### src/rtl/retry_engine_mq.sv
// retry_engine_mq: multi-QoS retry engine guarding a shared command buffer.
// Define RETRY_AGING_EN to enable anti-starvation aging of retry table entries.
module retry_engine_mq #(
    parameter int SRC_NODE_W    = 4,
    parameter int CMD_ENTRY_NUM = 8,
    parameter int RTY_ENTRY_NUM = 8,
    parameter int PAYLD_BW      = 32,
    parameter int QoS_CLASS     = 4,
    parameter int AGE_TH        = 15,
    parameter int QOS_W         = (QoS_CLASS > 1) ? $clog2(QoS_CLASS) : 1
) (
    input  logic                  clk,
    input  logic                  rst_n,
    input  logic                  vld_req_in,
    output logic                  rdy_req_in,
    input  logic                  req_type,
    input  logic                  req_credit,
    input  logic [QOS_W-1:0]      qos_type,
    input  logic [SRC_NODE_W-1:0] src_id,
    input  logic [PAYLD_BW-1:0]   payload_in,
    output logic                  vld_rty_out,
    input  logic                  rdy_rty_out,
    output logic [SRC_NODE_W-1:0] rty_des_id,
    output logic                  vld_out_grant,
    input  logic                  rdy_out_grant,
    output logic [SRC_NODE_W-1:0] grant_des_id,
    output logic                  vld_resp_out,
    input  logic                  rdy_resp_out,
    output logic [PAYLD_BW-1:0]   payload_out,
    output logic                  err_credit
);

    localparam int CW = $clog2(CMD_ENTRY_NUM + 1);
    localparam int PW = $clog2(CMD_ENTRY_NUM);
    localparam int TW = (RTY_ENTRY_NUM > 1) ? $clog2(RTY_ENTRY_NUM) : 1;
    localparam logic [CW-1:0] DEPTH = CW'(CMD_ENTRY_NUM);
    localparam logic [PW-1:0] LAST  = PW'(CMD_ENTRY_NUM - 1);
`ifdef RETRY_AGING_EN
    localparam int AW = $clog2(AGE_TH + 1);
    localparam int KW = QOS_W + AW;
    localparam logic [QOS_W-1:0] QMAX = QOS_W'(QoS_CLASS - 1);
    localparam logic [AW-1:0]    ATH  = AW'(AGE_TH);
`else
    localparam int KW = QOS_W;
`endif

    generate
        if (CMD_ENTRY_NUM < 2 || RTY_ENTRY_NUM < 1 || AGE_TH < 1) begin : g_bad_cfg
            $error("retry_engine_mq: illegal parameter set");
        end
    endgenerate

    logic [PAYLD_BW-1:0]   mem [CMD_ENTRY_NUM];
    logic [PW-1:0]         wr_ptr, rd_ptr;
    logic [CW-1:0]         cnt, rsv, free;
    logic [RTY_ENTRY_NUM-1:0] tbl_vld;
    logic [SRC_NODE_W-1:0] tbl_src [RTY_ENTRY_NUM];
    logic [QOS_W-1:0]      tbl_qos [RTY_ENTRY_NUM];
    logic [KW-1:0]         key [RTY_ENTRY_NUM];

    logic          has_free, rty_ok, hs, push, log_rty, pop;
    logic          free_push, room, gnt_fire;
    logic [TW-1:0] slot, best_idx;
    logic          slot_hit, best_hit;
    logic [KW-1:0] best_key;

    assign free     = DEPTH - cnt - rsv;
    assign has_free = (free != '0);
    assign rty_ok   = !vld_rty_out || rdy_rty_out;

    always_comb begin
        rdy_req_in = 1'b0;
        if (req_credit)
            rdy_req_in = (rsv != '0);
        else if (has_free)
            rdy_req_in = 1'b1;
        else if (req_type)
            rdy_req_in = slot_hit && rty_ok;
    end

    assign hs        = vld_req_in && rdy_req_in;
    assign push      = hs && (req_credit || has_free);
    assign log_rty   = hs && !req_credit && !has_free;
    assign pop       = vld_resp_out && rdy_resp_out;
    // A credit re-send lands in its reserved slot and leaves free untouched
    assign free_push = push && !req_credit;
    assign room      = free_push ? (free > CW'(1)) : has_free;
    assign gnt_fire  = room && best_hit && (!vld_out_grant || rdy_out_grant);

    always_comb begin
        slot     = '0;
        slot_hit = 1'b0;
        for (int i = 0; i < RTY_ENTRY_NUM; i++) begin
            if (!tbl_vld[i] && !slot_hit) begin
                slot     = TW'(i);
                slot_hit = 1'b1;
            end
        end
    end

`ifdef RETRY_AGING_EN
    logic [AW-1:0] tbl_age [RTY_ENTRY_NUM];

    // Promoted entries rank at the top class and then by age
    always_comb begin
        for (int i = 0; i < RTY_ENTRY_NUM; i++) begin
            key[i] = {tbl_qos[i], {AW{1'b0}}};
            if (tbl_age[i] >= ATH)
                key[i] = {QMAX, tbl_age[i]};
        end
    end

    always_ff @(posedge clk or negedge rst_n) begin
        if (!rst_n) begin
            for (int i = 0; i < RTY_ENTRY_NUM; i++)
                tbl_age[i] <= '0;
        end else begin
            for (int i = 0; i < RTY_ENTRY_NUM; i++) begin
                if (log_rty && slot == TW'(i))
                    tbl_age[i] <= '0;
                else if (tbl_vld[i] && !(gnt_fire && best_idx == TW'(i))
                         && tbl_age[i] != {AW{1'b1}})
                    tbl_age[i] <= tbl_age[i] + AW'(1);
            end
        end
    end
`else
    always_comb begin
        for (int i = 0; i < RTY_ENTRY_NUM; i++)
            key[i] = tbl_qos[i];
    end
`endif

    always_comb begin
        best_idx = '0;
        best_key = '0;
        best_hit = 1'b0;
        for (int i = 0; i < RTY_ENTRY_NUM; i++) begin
            if (tbl_vld[i] && (!best_hit || key[i] > best_key)) begin
                best_idx = TW'(i);
                best_key = key[i];
                best_hit = 1'b1;
            end
        end
    end

    always_ff @(posedge clk) begin
        if (push)
            mem[wr_ptr] <= payload_in;
    end

    assign vld_resp_out = (cnt != '0);
    assign payload_out  = vld_resp_out ? mem[rd_ptr] : '0;

    always_ff @(posedge clk or negedge rst_n) begin
        if (!rst_n) begin
            wr_ptr <= '0;
            rd_ptr <= '0;
            cnt    <= '0;
            rsv    <= '0;
        end else begin
            if (push)
                wr_ptr <= (wr_ptr == LAST) ? '0 : wr_ptr + PW'(1);
            if (pop)
                rd_ptr <= (rd_ptr == LAST) ? '0 : rd_ptr + PW'(1);
            if (push && !pop)
                cnt <= cnt + CW'(1);
            else if (!push && pop)
                cnt <= cnt - CW'(1);
            if (gnt_fire && !(push && req_credit))
                rsv <= rsv + CW'(1);
            else if (!gnt_fire && push && req_credit)
                rsv <= rsv - CW'(1);
        end
    end

    always_ff @(posedge clk or negedge rst_n) begin
        if (!rst_n) begin
            tbl_vld <= '0;
            for (int i = 0; i < RTY_ENTRY_NUM; i++) begin
                tbl_src[i] <= '0;
                tbl_qos[i] <= '0;
            end
        end else begin
            if (gnt_fire)
                tbl_vld[best_idx] <= 1'b0;
            if (log_rty) begin
                tbl_vld[slot] <= 1'b1;
                tbl_src[slot] <= src_id;
                tbl_qos[slot] <= qos_type;
            end
        end
    end

    always_ff @(posedge clk or negedge rst_n) begin
        if (!rst_n) begin
            vld_rty_out   <= 1'b0;
            rty_des_id    <= '0;
            vld_out_grant <= 1'b0;
            grant_des_id  <= '0;
            err_credit    <= 1'b0;
        end else begin
            if (log_rty) begin
                vld_rty_out <= 1'b1;
                rty_des_id  <= src_id;
            end else if (rdy_rty_out) begin
                vld_rty_out <= 1'b0;
            end
            if (gnt_fire) begin
                vld_out_grant <= 1'b1;
                grant_des_id  <= tbl_src[best_idx];
            end else if (rdy_out_grant) begin
                vld_out_grant <= 1'b0;
            end
            if (vld_req_in && req_credit && rsv == '0)
                err_credit <= 1'b1;
        end
    end

endmodule

### config.mk
export PLATFORM = sky130hd
export DESIGN_NAME = retry_engine_mq
export DESIGN_NICKNAME = d
export VERILOG_FILES = /design/src/rtl/retry_engine_mq.sv
export SDC_FILE = /design/constraint.sdc
export NUM_CORES = 1
export LEC_CHECK = 0
export CAP_MARGIN = 10
export CORE_ASPECT_RATIO = 0.8
export CORE_UTILIZATION = 40
export DETAILED_ROUTE_END_ITERATION = 16
export PLACE_DENSITY_LB_ADDON = 0.1
export SETUP_SLACK_MARGIN = 0.05
export SYNTH_ARGS = -nofsm -noshare
export SYNTH_HDL_FRONTEND = slang
export SYNTH_SLANG_ARGS = --single-unit
### constraint.sdc
create_clock -name clk -period 16.1 [get_ports clk]
set_clock_uncertainty 0.05 [all_clocks]
set_input_delay 2.415 -clock clk [delete_from_list [all_inputs] [get_ports clk]]
set_output_delay 2.415 -clock clk [all_outputs]
set_load 0.05 [all_outputs]
# After elaboration in Yosys (flattened, before gate mapping)
# Memory sizes are Yosys's and may differ from the RTL's.
# Cells that the tools add are included.
dict set report totals {
  regBits 81
  latchBits 0
  mem_bits_rw 256
  romBits 0
  in_bits 46
  output_inout_bits 45
  word_cells 206
  mem_count 1
}
# name depth word_bits rd rd_clocked_by_memory_dff wr line_no
set mem_list {}
lappend mem_list {mem 8 32 1 0 1 53} ;# logic [PAYLD_BW-1:0] mem [CMD_ENTRY_NUM];
dict set report op_classes {
  addsub 8
  multipliers 0
  div_mod_pow 0
  n_lt_le_gt_ge 15
  n_eq_ne 2
  shifts 0
  mux 69
  bitwise_logic 5
  n_reduce_logical 80
}
# op n
set ops {}
lappend ops {{$mux 3} 14}
lappend ops {{$logic_and 1x1->1} 34}
lappend ops {{$bwmux 32} 1}
lappend ops {{$mux 32} 1}
lappend ops {{$mux 1} 30}
lappend ops {{$logic_not 1->1} 28}
lappend ops {{$mux 4} 7}
lappend ops {{$bwmux 16} 1}
lappend ops {{$mux 2} 8}
lappend ops {{$mux 8} 2}
lappend ops {{$gt 2x2->1} 7}
lappend ops {{$bmux 4 s3} 1}
lappend ops {{$demux 4 s3} 1}
lappend ops {{$reduce_bool 4->1} 3}
lappend ops {{$logic_or 1x1->1} 10}
lappend ops {{$add 4x1->4 const B} 2}
lappend ops {{$and 8x8->8} 1}
lappend ops {{$ge 4x4->1 const B} 2}
lappend ops {{$lt 3x4->1 const B} 2}
lappend ops {{$not 3->4} 2}
lappend ops {{$not 8->8} 1}
lappend ops {{$or 8x8->8} 1}
lappend ops {{$reduce_bool 2->1} 4}
lappend ops {{$sub 4x1->4 const B} 2}
lappend ops {{other kinds (10)} 14}

# Longest topological paths before layout
dict set report depth {
  depth_word 38
  ltp_mapped 46
  ltp_nobuf 44
}

# Worst setup path before layout
# No wires, ideal clock.
dict set report synth_timing {
  path_type {reg-to-reg}
  start {register tbl_vld[0]}
  end {register grant_des_id[0]}
  setup_ns 0.082
  arrival_ns 9.150
  t_required_ns 15.968
  slack_ns 6.818
  stages_incl_launch_ff 44
  n_path_buf 2
  period_less_slack_ns 9.282
  cell_sequence {dfrtp_1 > buf_2 > nand2_1 > ha_1 > nor2b_4 > o311a_4 > a22o_2 > ha_1 > o21ai_0 > nor2_1 > a211o_1 > mux2_4 > ha_1 > nor2_1 > maj3_1 > nor2_1 > a2111o_1 > mux2_4 > (+8 left out) > or3_2 > o2111ai_1 > mux2_4 > ha_1 > a21oi_1 > o21ai_2 > nor2_1 > a21o_1 > ha_1 > nor2b_1 > o21ai_0 > o31ai_1 > nand2_1 > nand2_1 > or3_1 > clkbuf_1 > a21o_1 > a31oi_1}
}
dict set report synth_via {
  elab_chain_cells 33
  word_cells_on_any_way 85
  cone_classes {order compare: 7; mux: 37; bitwise: 1; reduce/logical: 40}
}
# element line_no
set synth_rtl {}
lappend synth_rtl {{start: declaration} 56} ;# logic [RTY_ENTRY_NUM-1:0] tbl_vld;
lappend synth_rtl {{start signal: assignment} 179} ;# tbl_vld <= '0;
lappend synth_rtl {{start signal: indexed assignment} 186} ;# tbl_vld[best_idx] <= 1'b0;
lappend synth_rtl {{start signal: indexed assignment} 188} ;# tbl_vld[slot] <= 1'b1;
lappend synth_rtl {{$mux 2 / $mux 1 (equally long branches)} 139} ;# if (tbl_vld[i] && (!best_hit || key[i] > best_key)) begin
lappend synth_rtl {{$gt 2x2->1 / $logic_not 1->1 (equally long branches)} 139}
lappend synth_rtl {{$logic_or 1x1->1} 139}
lappend synth_rtl {{$logic_and 1x1->1} 139}
lappend synth_rtl {{$mux 2 / $mux 1 (equally long branches)} 139}
lappend synth_rtl {{$gt 2x2->1 / $logic_not 1->1 (equally long branches)} 139}
lappend synth_rtl {{$logic_or 1x1->1} 139}
lappend synth_rtl {{$logic_and 1x1->1} 139}
lappend synth_rtl {{(+16 left out)} -}
lappend synth_rtl {{$mux 2 / $mux 1 (equally long branches)} 139}
lappend synth_rtl {{$gt 2x2->1 / $logic_not 1->1 (equally long branches)} 139}
lappend synth_rtl {{$logic_or 1x1->1} 139}
lappend synth_rtl {{$logic_and 1x1->1} 139}
lappend synth_rtl {{$mux 3} 139}
lappend synth_rtl {{$not 3->4 (implied by the code)} 211} ;# grant_des_id <= tbl_src[best_idx];
lappend synth_rtl {{$bmux 4 s3} 211}
lappend synth_rtl {{$mux 4 (implied by the code) (2 in a row)} 211}
lappend synth_rtl {{end signal: assignment} 211}
lappend synth_rtl {{end: declaration} 26} ;# output logic [SRC_NODE_W-1:0] grant_des_id,
# Several ways; a longest one is shown, not always the timed one. The select of a mux whose other input is x is not followed.
# A chain may end at the register's enable or synchronous reset.

# Worst setup path in the final report
dict set report layout_timing {
  start {register tbl_vld[0]}
  end {register grant_des_id[3]}
}
# The elaborated chain is that of the path after synthesis.

==> impl_metrics.ini <==
[clocking]
cts_max_level = 2
cts_made_buffers = 36
cts-root-buf = clkbuf_16
cts_sinks = 337
post_cts_buffers = 0
holdBufCountCts = 0
clkTransAtPathRegs_ps = 60
clock_latency_ps = 530
cts_resized = 0
cts_tree = done
clockBufferDepth = 3

[synth]
synth_ff_type = edfxtp_1
syn_area_um2 = 14300
syn-num-nets = 922
syn_inst = 850
synth.distinct_cells = 59
syn_area_per_cell_um2 = 16.8
ys_seq_elements = 337
synthArstFlopShare_pct = 24.0
seq_area_frac_synth_pct = 67.9
yosysWarnings = 0
synth_edf_count = 256

[layout]
design_area_um2 = 16900
area_delta_synth_final_pct = 18.3
drive_gt1_share_pct = 22.2
final_common_cell = edfxtp_1
layout_common_cells = edfxtp_1 (256), clkdlybuf4s50_1 (89), dfrtp_1 (78), mux4_2 (64), mux2_2 (62)
fin_nets = 1031

[floorplanning]
placement_rows = 61
die_h_um = 171
dieArea_um2 = 36500
io_pins = 91
core_um2 = 35000
die_w_um = 213
initial_utilization_pct = 40.9

[routing]
vias = 7613
firstDrtPassIters = 5
drt_wl_total_mm = 30.3
drc = 0
vias_per_cell = 5.22
postRouteAntennaNets = 0
drtIter0Drc = 429
avgRoutedWirePerCell_um = 20.8

[global_route]
grt_antenna_before_repair = 1
grt_pass1_vias = 7832
overflow = 0
grt_max_degree = 73
grt_pass1_wl_mm = 47.2
grt_usage_pct = 17.3

[timing]
setup_tns_ps = 0
setup_viol = 0
min_period_ps = 10830
rsz0062_at_grt = false
clock.fmax_ghz = 0.0923
slew_headroom_pct = 33.5
slew_viol_final = 0
tightest_slew_ps = 997
hold_viol = 0
period_share_pct = 67.3

[min_path]
hold_depth = 1
hp-class = flip-flop to flip-flop
hold_path_end = err_credit$_DFFE_PN0P_
min-delay-start = err_credit$_DFFE_PN0P_

[placement]
gp_congestion = 0.823
place_area_um2 = 15800
place_hpwl_mm = 17.9
port_buffers = 90

[setup_path]
cp.required_ps = 16490
cp_num_buf_inv = 0
rr_startpoint = tbl_vld[0]$_DFF_PN0_
critical_path.most_common_cell = ha_1
crit_fanout = 16
cp_slowest_cell = nor3b_1
critPathMaxStageDelay_ps = 590
r2r_end = grant_des_id[3]$_DFFE_PN0P_
ff2ff_setup_slack_ps = 5270
r2r.worst_path.cells = 43
crit_type = flip-flop to flip-flop
cp.arrival_ps = 11220
startpoint_type = flip-flop
worstSetupEndpointType = flip-flop
cp_top_family = compound AO/OA/AOI/OAI gates

[pwr]
cellPowerDensity_nw_per_um2 = 195
p_leak_nw = 6.16
ir_drop_mv = 0.109

[flow_run]
max-cap-violations = 0

[run_status]
outcome = finished, final reports clean
[worst max-delay path by stage]
stage	slack [ps]	depth (start not counted)	start	endpoint
global route	4400	43	tbl_vld[0]$_DFF_PN0_	grant_des_id[1]$_DFFE_PN0P_
global placement	5770	43	tbl_vld[0]$_DFF_PN0_	grant_des_id[3]$_DFFE_PN0P_
finish	5270	43	tbl_vld[0]$_DFF_PN0_	grant_des_id[3]$_DFFE_PN0P_
detailed placement	5380	43	tbl_vld[0]$_DFF_PN0_	grant_des_id[3]$_DFFE_PN0P_
CTS	5300	43	tbl_vld[0]$_DFF_PN0_	grant_des_id[3]$_DFFE_PN0P_
floorplan	6820	43	tbl_vld[0]$_DFF_PN0_	grant_des_id[0]$_DFFE_PN0P_
[layer usage]
layer  track usage [%]  vias to the layer above  routed length (µm)
li1                  -                     3531                   -
met1              26.5                     3873               14900
met2              24.9                      168               13200
met3              3.36                       41                1820
met4              4.63                        0                 493
met5                 0                        -                   0
[sequential cells by signal (all words and copies together), names as in the netlist]
signal / flops
tbl_vld: 8
vld_rty_out: 1
mem: 256
rty_des_id: 4
rd_ptr: 3
key: 16
err_credit: 1
wr_ptr: 3
vld_out_grant: 1
cnt: 4
grant_des_id: 4
rsv: 4
tbl_src: 32
[logic make-up after synthesis]
family	Yosys count	share of synthesized area, %
XOR/XNOR	11	0.673
flip-flops	337	67.9
AO/OA/AOI/OAI	90	4.30
adder cells (fa/ha/maj)	27	2.50
AND/OR/NAND/NOR	163	5.27
multiplexers	164	17.8
buffers and inverters	58	1.56
[cell type report]
cell class,count,area [µm²]
multi-input cells,455,4420
clock inverters,15,104
diodes,1,2.50
clock buffers,49,991
well taps,472,591
repair buffers,104,1000
inverters,25,93.8
flip-flops and latches,337,9720
fillers,3032,18000
[cells in the mapped netlist, types with 2 or more instances]
| cell | n | area share [%] |
|---|---|---|
| o21ai_1 | 4 | 0.14 |
| buf_1 | 10 | 0.26 |
| nor4_1 | 3 | 0.13 |
| o21ai_0 | 24 | 0.84 |
| nor4b_1 | 2 | 0.12 |
| a22o_1 | 2 | 0.12 |
| mux4_2 | 64 | 10 |
| mux2_2 | 62 | 4.9 |
| a31oi_1 | 6 | 0.26 |
| dfrtp_1 | 81 | 14 |
| a21bo_2 | 4 | 0.28 |
| a21o_1 | 9 | 0.47 |
| nor2b_1 | 7 | 0.31 |
| nand3_1 | 21 | 0.73 |
| clkbuf_1 | 21 | 0.55 |
| xnor2_1 | 6 | 0.37 |
| nor2_1 | 56 | 1.5 |
| o21a_1 | 3 | 0.16 |
| fa_1 | 3 | 0.42 |
| inv_1 | 25 | 0.66 |
| nand2b_1 | 4 | 0.17 |
| mux2_4 | 5 | 0.52 |
| mux2i_1 | 33 | 2.3 |
| o211a_1 | 2 | 0.14 |
| xor2_1 | 5 | 0.31 |
| edfxtp_1 | 256 | 54 |
| nor3b_1 | 7 | 0.37 |
| nand4_1 | 2 | 0.087 |
| nand2_1 | 47 | 1.2 |
| ha_1 | 23 | 2.0 |
| a21oi_1 | 17 | 0.59 |
| nor3_1 | 5 | 0.17 |
| and2_1 | 4 | 0.17 |
| a21boi_0 | 2 | 0.10 |
[power breakdown]
part,internal [W],switching [W]
Combinational,0.000523,0.000811
Clock,0.000448,0.000330
Sequential,0.00109,0.0000867
[stage by stage]
step / util (%) / setup WS, ps / hold WS [ps] / total power, W / cells
floorplan: - / 6820 / 421 / 0.00213 / 850
global placement: 45.3 / 5770 / 412 / 0.00255 / 1393
detailed placement: 45.3 / 5380 / 405 / 0.00255 / 1393
CTS: 48.4 / 5300 / 429 / 0.00334 / 1457
global route: 48.4 / 4400 / 438 / 0.00347 / 1457
finish: 48.4 / 5270 / 429 / 0.00329 / 1458
Power figures use the tool's default switching activity.
